[src/rtl/bus_downsizer.sv]
// bus_downsizer
//
// Width adapter between a wide single-word master port (A) and a narrow
// slave port (B). Each A access is split into Ratio = BusWidthA/BusWidthB
// narrow beats, mapped little-endian. Read beats are issued back-to-back,
// and returns are collected independently, so several reads can be
// outstanding on B at the same time.
//
// Optional feature macro: BUS_DOWNSIZER_SPARSE_WRITE_EN
//   When defined, write beats whose byte-enable slice is all zero are
//   skipped. A write with no enabled bytes completes without any B traffic.
//   When undefined, every write issues all Ratio beats.
//
// Ports
//   clk, rst_n        clock (rising edge), asynchronous active-low reset
//   addr_a            A byte address (low bits below word size ignored)
//   w_data_a, w_sel_a A write data / byte enables
//   re_a, we_a        A read / write request, held until completion
//   r_data_a          assembled read word (held until next read completes)
//   r_data_valid_a    one-cycle pulse, r_data_a valid
//   ready_a           one-cycle pulse, write complete
//   addr_b            narrow beat address
//   w_data_b, w_sel_b narrow beat write data / byte enables
//   re_b, we_b        narrow beat request
//   ready_b           beat accepted when high together with re_b or we_b
//   r_data_b          narrow read data
//   r_data_valid_b    read beat returned (in order, latency >= 1)

module bus_downsizer #(
    parameter int AddrBusWidth = 32,
    parameter int BusWidthA    = 32,
    parameter int BusWidthB    = 8
) (
    input  logic                      clk,
    input  logic                      rst_n,
    input  logic [AddrBusWidth-1:0]   addr_a,
    input  logic [BusWidthA-1:0]      w_data_a,
    input  logic [BusWidthA/8-1:0]    w_sel_a,
    input  logic                      re_a,
    input  logic                      we_a,
    output logic [BusWidthA-1:0]      r_data_a,
    output logic                      r_data_valid_a,
    output logic                      ready_a,
    output logic [AddrBusWidth-1:0]   addr_b,
    output logic [BusWidthB-1:0]      w_data_b,
    output logic [BusWidthB/8-1:0]    w_sel_b,
    output logic                      re_b,
    output logic                      we_b,
    input  logic                      ready_b,
    input  logic [BusWidthB-1:0]      r_data_b,
    input  logic                      r_data_valid_b
);

    localparam int Ratio     = BusWidthA / BusWidthB;
    localparam int LoW       = $clog2(Ratio);
    localparam int IdxW      = LoW + 1;
    localparam int SelA      = BusWidthA / 8;
    localparam int SelB      = BusWidthB / 8;
    localparam int AlignBits = $clog2(SelA);
    localparam int BeatShift = $clog2(SelB);

    typedef enum logic [1:0] {
        IDLE    = 2'd0,
        RD      = 2'd1,
        RD_WAIT = 2'd2,
        WR      = 2'd3
    } state_t;

    state_t                 state_reg, state_next;
    logic [IdxW-1:0]        issue_reg, issue_next;
    logic [IdxW-1:0]        ret_reg, ret_next;
    logic                   ready_reg, ready_next;
    logic [BusWidthA-1:0]   held_reg;

    logic [BusWidthA-1:0]   asm_word;
    logic [BusWidthB-1:0]   wdata_slice [Ratio];
    logic [SelB-1:0]        wsel_slice  [Ratio];
    logic                   collect;
    logic                   read_done;
    logic [LoW-1:0]         beat_lo;
    logic [AddrBusWidth-1:0] aligned_addr;
    logic [AddrBusWidth-1:0] beat_offset;
    logic [IdxW-1:0]        first_beat;
    logic [IdxW-1:0]        after_beat;

    // Low address bits select bytes inside the wide word and are not used.
    logic unused_addr_bits;
    assign unused_addr_bits = ^addr_a[AlignBits-1:0];

    // Return collection is only live while a read is in progress; anything
    // arriving in IDLE or WR (e.g. stragglers after a reset) is dropped.
    assign collect   = ((state_reg == RD) || (state_reg == RD_WAIT)) &&
                       r_data_valid_b && (ret_reg < IdxW'(Ratio));
    assign read_done = (state_reg == RD_WAIT) && (ret_reg == IdxW'(Ratio));

    assign beat_lo      = issue_reg[LoW-1:0];
    assign aligned_addr = {addr_a[AddrBusWidth-1:AlignBits], {AlignBits{1'b0}}};
    assign beat_offset  = AddrBusWidth'(beat_lo) << BeatShift;

    // Per-lane slicing of the wide write word and per-lane read assembly.
    generate
        for (genvar gi = 0; gi < Ratio; gi++) begin : g_lane
            logic [BusWidthB-1:0] lane_reg;

            assign wdata_slice[gi] = w_data_a[gi*BusWidthB +: BusWidthB];
            assign wsel_slice[gi]  = w_sel_a[gi*SelB +: SelB];
            assign asm_word[gi*BusWidthB +: BusWidthB] = lane_reg;

            always_ff @(posedge clk or negedge rst_n) begin
                if (!rst_n) begin
                    lane_reg <= '0;
                end else if (collect && (ret_reg == IdxW'(gi))) begin
                    lane_reg <= r_data_b;
                end
            end
        end
    endgenerate

`ifdef BUS_DOWNSIZER_SPARSE_WRITE_EN
    logic [Ratio-1:0] slice_en;

    generate
        for (genvar gi = 0; gi < Ratio; gi++) begin : g_en
            assign slice_en[gi] = |wsel_slice[gi];
        end
    endgenerate

    // First beat at or after 'start' with any byte enabled; Ratio if none.
    function automatic logic [IdxW-1:0] next_beat(input logic [IdxW-1:0] start);
        next_beat = IdxW'(Ratio);
        for (int k = Ratio - 1; k >= 0; k--) begin
            if ((IdxW'(k) >= start) && slice_en[k]) begin
                next_beat = IdxW'(k);
            end
        end
    endfunction
`else
    // Every beat is issued, so the next beat is simply the following one.
    function automatic logic [IdxW-1:0] next_beat(input logic [IdxW-1:0] start);
        next_beat = start;
    endfunction
`endif

    assign first_beat = next_beat('0);
    assign after_beat = next_beat(issue_reg + IdxW'(1));

    // State and counter registers.
    always_ff @(posedge clk or negedge rst_n) begin
        if (!rst_n) begin
            state_reg <= IDLE;
            issue_reg <= '0;
            ret_reg   <= '0;
            ready_reg <= 1'b0;
            held_reg  <= '0;
        end else begin
            state_reg <= state_next;
            issue_reg <= issue_next;
            ret_reg   <= ret_next;
            ready_reg <= ready_next;
            if (read_done) begin
                held_reg <= asm_word;
            end
        end
    end

    // Next-state and B-side outputs.
    always_comb begin
        state_next     = state_reg;
        issue_next     = issue_reg;
        ret_next       = ret_reg;
        ready_next     = 1'b0;
        re_b           = 1'b0;
        we_b           = 1'b0;
        addr_b         = '0;
        w_data_b       = '0;
        w_sel_b        = '0;
        r_data_valid_a = 1'b0;

        if (collect) begin
            ret_next = ret_reg + IdxW'(1);
        end

        case (state_reg)
            IDLE: begin
                issue_next = '0;
                ret_next   = '0;
                // The write-complete pulse cycle is not a sampling point: the
                // master is still holding the finished request during it.
                if (!ready_reg) begin
                    if (we_a) begin
                        if (first_beat == IdxW'(Ratio)) begin
                            ready_next = 1'b1;
                        end else begin
                            state_next = WR;
                            issue_next = first_beat;
                        end
                    end else if (re_a) begin
                        state_next = RD;
                    end
                end
            end

            RD: begin
                re_b   = 1'b1;
                addr_b = aligned_addr + beat_offset;
                if (ready_b) begin
                    issue_next = issue_reg + IdxW'(1);
                    if (issue_reg == IdxW'(Ratio - 1)) begin
                        state_next = RD_WAIT;
                    end
                end
            end

            RD_WAIT: begin
                if (read_done) begin
                    r_data_valid_a = 1'b1;
                    state_next     = IDLE;
                    issue_next     = '0;
                    ret_next       = '0;
                end
            end

            WR: begin
                we_b     = 1'b1;
                addr_b   = aligned_addr + beat_offset;
                w_data_b = wdata_slice[beat_lo];
                w_sel_b  = wsel_slice[beat_lo];
                if (ready_b) begin
                    if (after_beat == IdxW'(Ratio)) begin
                        ready_next = 1'b1;
                        state_next = IDLE;
                        issue_next = '0;
                    end else begin
                        issue_next = after_beat;
                    end
                end
            end

            default: begin
                state_next = IDLE;
            end
        endcase
    end

    assign ready_a  = ready_reg;
    // The fresh word is visible during the completion pulse; afterwards the
    // held copy keeps it stable while the next read's lanes fill in.
    assign r_data_a = r_data_valid_a ? asm_word : held_reg;

endmodule

[config.mk]
export PLATFORM = sky130hd
export DESIGN_NAME = bus_downsizer
export DESIGN_NICKNAME = d
export VERILOG_FILES = /design/src/rtl/bus_downsizer.sv
export SDC_FILE = /design/constraint.sdc
export NUM_CORES = 1
export LEC_CHECK = 0
export ABC_CLOCK_PERIOD_IN_PS = 5300
export CORE_MARGIN = 4
export CORE_UTILIZATION = 45
export DETAILED_ROUTE_END_ITERATION = 7
export PLACE_DENSITY_LB_ADDON = 0.12
export SLEW_MARGIN = 20
export SYNTH_ARGS = -nofsm -noshare
export SYNTH_HDL_FRONTEND = slang
export SYNTH_SLANG_ARGS = --single-unit
[constraint.sdc]
create_clock -name clk -period 5.3 [get_ports clk]
set_input_delay 1.06 -clock clk [delete_from_list [all_inputs] [get_ports clk]]
set_output_delay 1.06 -clock clk [all_outputs]
set_load 0.005 [all_outputs]
# Word-level counts from Yosys, hierarchy flattened
# Cells that the tools add are included.
word_totals:
  out_inout_bits: 77
  register_bits: 73
  elab_cells: 78
op_classes:
  n_addsub: 3
  n_reduce_logical: 13
  n_mux: 34
  n_bitwise: 1
  eq_ne: 16
  order_cmp: 2
ops:
  columns: ["op", "n"]
  rows:
  - ["32-bit 2-to-1 mux", 2]
  - ["32-bit by 2-bit adder with 32-bit output", 1]
  - ["8-bit 2-to-1 mux", 3]
  - ["3-bit 2-to-1 mux", 6]
  - ["8-bit binary-select mux with 2-bit select", 1]
  - ["2-bit 2-to-1 mux", 8]
  - ["3-bit one-hot mux with 4 select lines", 1]
  - ["1-bit 2-to-1 mux", 10]
  - ["2-bit != test (second input constant)", 5]
  - ["3-bit by 2-bit == test with 1-bit output (second input constant)", 3]
  - ["2-bit one-hot mux with 4 select lines", 1]
  - ["1-bit logical AND", 7]
  - ["7-bit AND reduction", 1]
  - ["3-bit by 1-bit adder with 3-bit output (second input constant)", 2]
  - ["3-bit == test (second input constant)", 2]
  - ["3-bit one-hot mux with 2 select lines", 1]
  - ["2-bit == test (second input constant)", 2]
  - ["3-bit by 1-bit == test with 1-bit output (second input constant)", 1]
  - ["3-bit >= comparator (second input constant)", 1]
  - ["3-bit logical NOT", 1]
  - ["3-bit less-than comparator (second input constant)", 1]
  - ["3-bit != test (second input constant)", 1]
  - ["2-bit inverter with 3-bit output", 1]
  - ["3-bit AND reduction", 1]
  - ["other kinds (6)", 6]

# Depth between registers and ports, before layout
depth:
  ltp_word: 7
  ltp_mapped: 6

# Least setup slack after synthesis
# OpenSTA, ideal clock, no wires.
synth_path:
  path_kind: "in2out"
  startpoint: "in w_data_a[24]"
  endpoint: "out w_data_b[0]"
  path_stages: 2
  path_buffers: 0
  setup_slack_ns: 2.579
  t_required_ns: 4.240
  arrival_time_ns: 1.661
  path_cell_list: "mux4_2 -> and2_1"
synth_via:
  elab_chain_len: 4
synth_rtl:
  columns: ["element", "line", "text"]
  rows:
  - ["start, declared", "37", "input logic [BusWidthA-1:0] w_data_a,"]
  - ["8-bit binary-select mux with 2-bit select", "226", "w_data_b = wdata_slice[beat_lo];"]
  - ["8-bit 2-to-1 mux (not written as such) (2 in series)", "226", null]
  - ["8-bit 2-to-1 mux", "183", "case (state_reg)"]
  - ["end, declared", "45", "output logic [BusWidthB-1:0] w_data_b,"]
# Every way passes these cells. The select of a mux whose other input is x is not followed.

# Final worst setup path
layout_path:
  startpoint: "reg state_reg[0]"
  endpoint: "out r_data_a[27]"
layout_via:
  elab_chain_len: 5
layout_rtl:
  columns: ["element", "line", "text"]
  rows:
  - ["start, declared", "69", "state_t state_reg, state_next;"]
  - ["start signal, assigned", "156", "state_reg <= state_next;"]
  - ["2-bit == test *", "94, 183", null]
  - ["1-bit logical AND", "94", "assign read_done = (state_reg == RD_WAIT) && (ret_reg == IdxW'(Ratio));"]
  - ["1-bit 2-to-1 mux", "215", "if (read_done) begin"]
  - ["1-bit 2-to-1 mux *", "183", null]
  - ["32-bit 2-to-1 mux *", "248", "assign r_data_a = r_data_valid_a ? asm_word : held_reg;"]
  - ["end, declared", "41", "output logic [BusWidthA-1:0] r_data_a,"]
# Every way passes the cells marked *; elsewhere a longest branch is shown, timed or not.

==> run metrics <==
# resized after CTS 0; Post-CTS Setup Inserts 0; CTS root buf clkbuf_8; placed cells 502; Setup TNS 0 ns; worst vdd ir 0.000315 V; most common cell after layout, fill and taps aside clkdlybuf4s50_1; status finished, final reports clean; kind of critical path flop to primary output; share of layout cells above drive strength 1 0.236; Worst-path clk slew roughly 0.09 ns; CTS max path bufs 2; initial antenna violation count 0; HPWL Detailed 6560 um; Slew Viols, Final 0; number of global-route vias before repair approximately 2.6k; clock sink count 73; pre-CTS setup slack 1.56 ns; WP data arrival 3.00 ns; Hold Path Origin held_reg[29]; DR WL/cell 17.0 um; most frequent cells in the layout 155 x clkdlybuf4s50_1, 73 x dfrtp_1, 65 x mux2_2; die area 0.00928 sq mm; R2R Setup Slk 2.98 ns; Initial Util 0.474; RePlAce Congestion 0.763; Worst-Margin Slew roughly 0.90 ns; synth-to-layout area growth 52.9%; Total Power roughly 0.0025 W; Worst Hold End held_reg[29]; CTS tree done; vias 2567; crit path from state_reg[0]; total number of yosys warnings 0; core area 0.00741 sq mm; vias per inst 4.96; P_leak 2.39 nW; Die W roughly 96 um; total I/O pin count about 160; largest net degree at the start of global routing 74; reg-to-reg endpoint ret_reg[1]; Detail Route Antenna Nets 0; Req. time, crit path 4.24 ns; FF-to-FF Start state_reg[0]; chip height 96.3 um; Pwr Density 462 mW/mm^2; fillers around 520; register area share after synthesis 0.520; total CTS buffers 9; Final Non-Filler Cells just over 500; Congestion Overflow GR 0; 1st-iter DRT viols 88; FMAX 246 MHz; post-synthesis cell count about 260; nets@finish 508; Routed WL 8810 um; CP max FO 34; H-tree Lvls 3; clock skew 0.0107 ns; IO buf count 156; RSZ-0062 raised after global routing no; worst setup margin 1.24 ns; worst r2r path cells 5; sequential cell area 0.00183 sq mm; Setup crit end kind primary output; max cap viols 0; fin crit share 0.766; Setup Viol. Count Final 0; final hold vios 0; global-route wire length before repair 13700 um; diode count 0; startpoint types flop; Mapped Area 0.00351 sq mm; Tmin final 4.06 ns; slew margin rel. 0.402; # DRC 0; hold_buf cts 0; number of synthesized register bits 73; worst skew pair latency 0.35 ns; Hold Path Depth 1; Netlist cell types 26; detailed-router iteration count before antenna repair 4; Syn Nets 349; Avg Cell Area, Syn 13.8 sq um; GRT Util Overall 0.199; Hold Path Class flop to flop; # rows 31; Multi-input gate area about 0.0016 sq mm
==> layer usage <==
metal	GRT usage	routed length, um	part of all wire
met5	0	0	0
met4	0.0689	167	0.019
met3	0.0680	920	0.10
met2	0.348	4510	0.51
met1	0.226	3210	0.36
==> report_power, final <==
| part | internal [W] | switching (W) |
|---|---|---|
| Combinational | 0.000684 | 0.000410 |
| Clock | 0.000285 | 0.000217 |
| Sequential | 0.000763 | 0.000121 |
| Total | 0.00173 | 0.000748 |
==> Yosys cell counts (all sizes together) <==
master,n,area share
mux2,65,0.21
inv,10,0.011
ha,12,0.043
dfrtp,73,0.52
and2,13,0.023
mux2i,3,0.0086
xnor2,1,0.0025
mux4,9,0.058
o21ai,5,0.0071
a21o,1,0.0021
nor2b,21,0.037
clkbuf,3,0.0032
a2bb2oi,1,0.0075
and2b,7,0.015
nand2b,1,0.0018
or3b,1,0.0025
buf,5,0.014
nand3,3,0.0057
nor2,10,0.014
nand2,8,0.011
a21oi,3,0.0043
==> worst max-delay path: stages (launching register included) <==
cell	delay, ns
dfrtp_1	0.45
inv_1	0.18
ha_1	0.28
nand3_2	0.68
mux2_2	0.57
clkdlybuf4s50_1	0.48
==> worst max-delay path by stage <==
stage	end	slack, ns	depth (start not counted)
after detailed placement	r_data_a[31]	1.56	5
after global routing	r_data_a[27]	0.97	5
after floorplan	w_data_b[0]	2.58	2
after CTS	r_data_a[27]	1.15	5
after global placement	r_data_a[31]	1.55	5
final	r_data_a[27]	1.24	5
==> stage by stage <==
step | utilization | cell area [sq um] | hold slack, ns
after floorplan | - | 3510 | 0.475
after global placement | 0.693 | 5130 | 0.476
after detailed placement | 0.693 | 5130 | 0.481
after CTS | 0.725 | 5370 | 0.500
after global routing | 0.725 | 5370 | 0.518
final | 0.725 | 5370 | 0.496
==> area by class of cell <==
cell class	instances	area share
Sequential cell	73	0.340
Multi-Input combinational cell	164	0.295
Timing Repair Buffer	156	0.290
Clock buffer	10	0.0256
Tap cell	99	0.0231
Clock inverter	6	0.0182
Inverter	10	0.00699
==> cells by family (layout without fill, tap and decap cells) <==
family / after synthesis / in the layout / synth area share
and+or+nand+nor: 64 / 64 / 0.110
xor gates and xnor gates: 1 / 1 / 0.00250
AOI/OAI and AO/OA: 10 / 10 / 0.0210
buffers and inverters: 18 / 182 / 0.0282
adders and majority gates: 12 / 12 / 0.0428
muxes: 77 / 77 / 0.275
DFF: 73 / 73 / 0.520
Note: power is estimated with default switching activity, not from simulation.
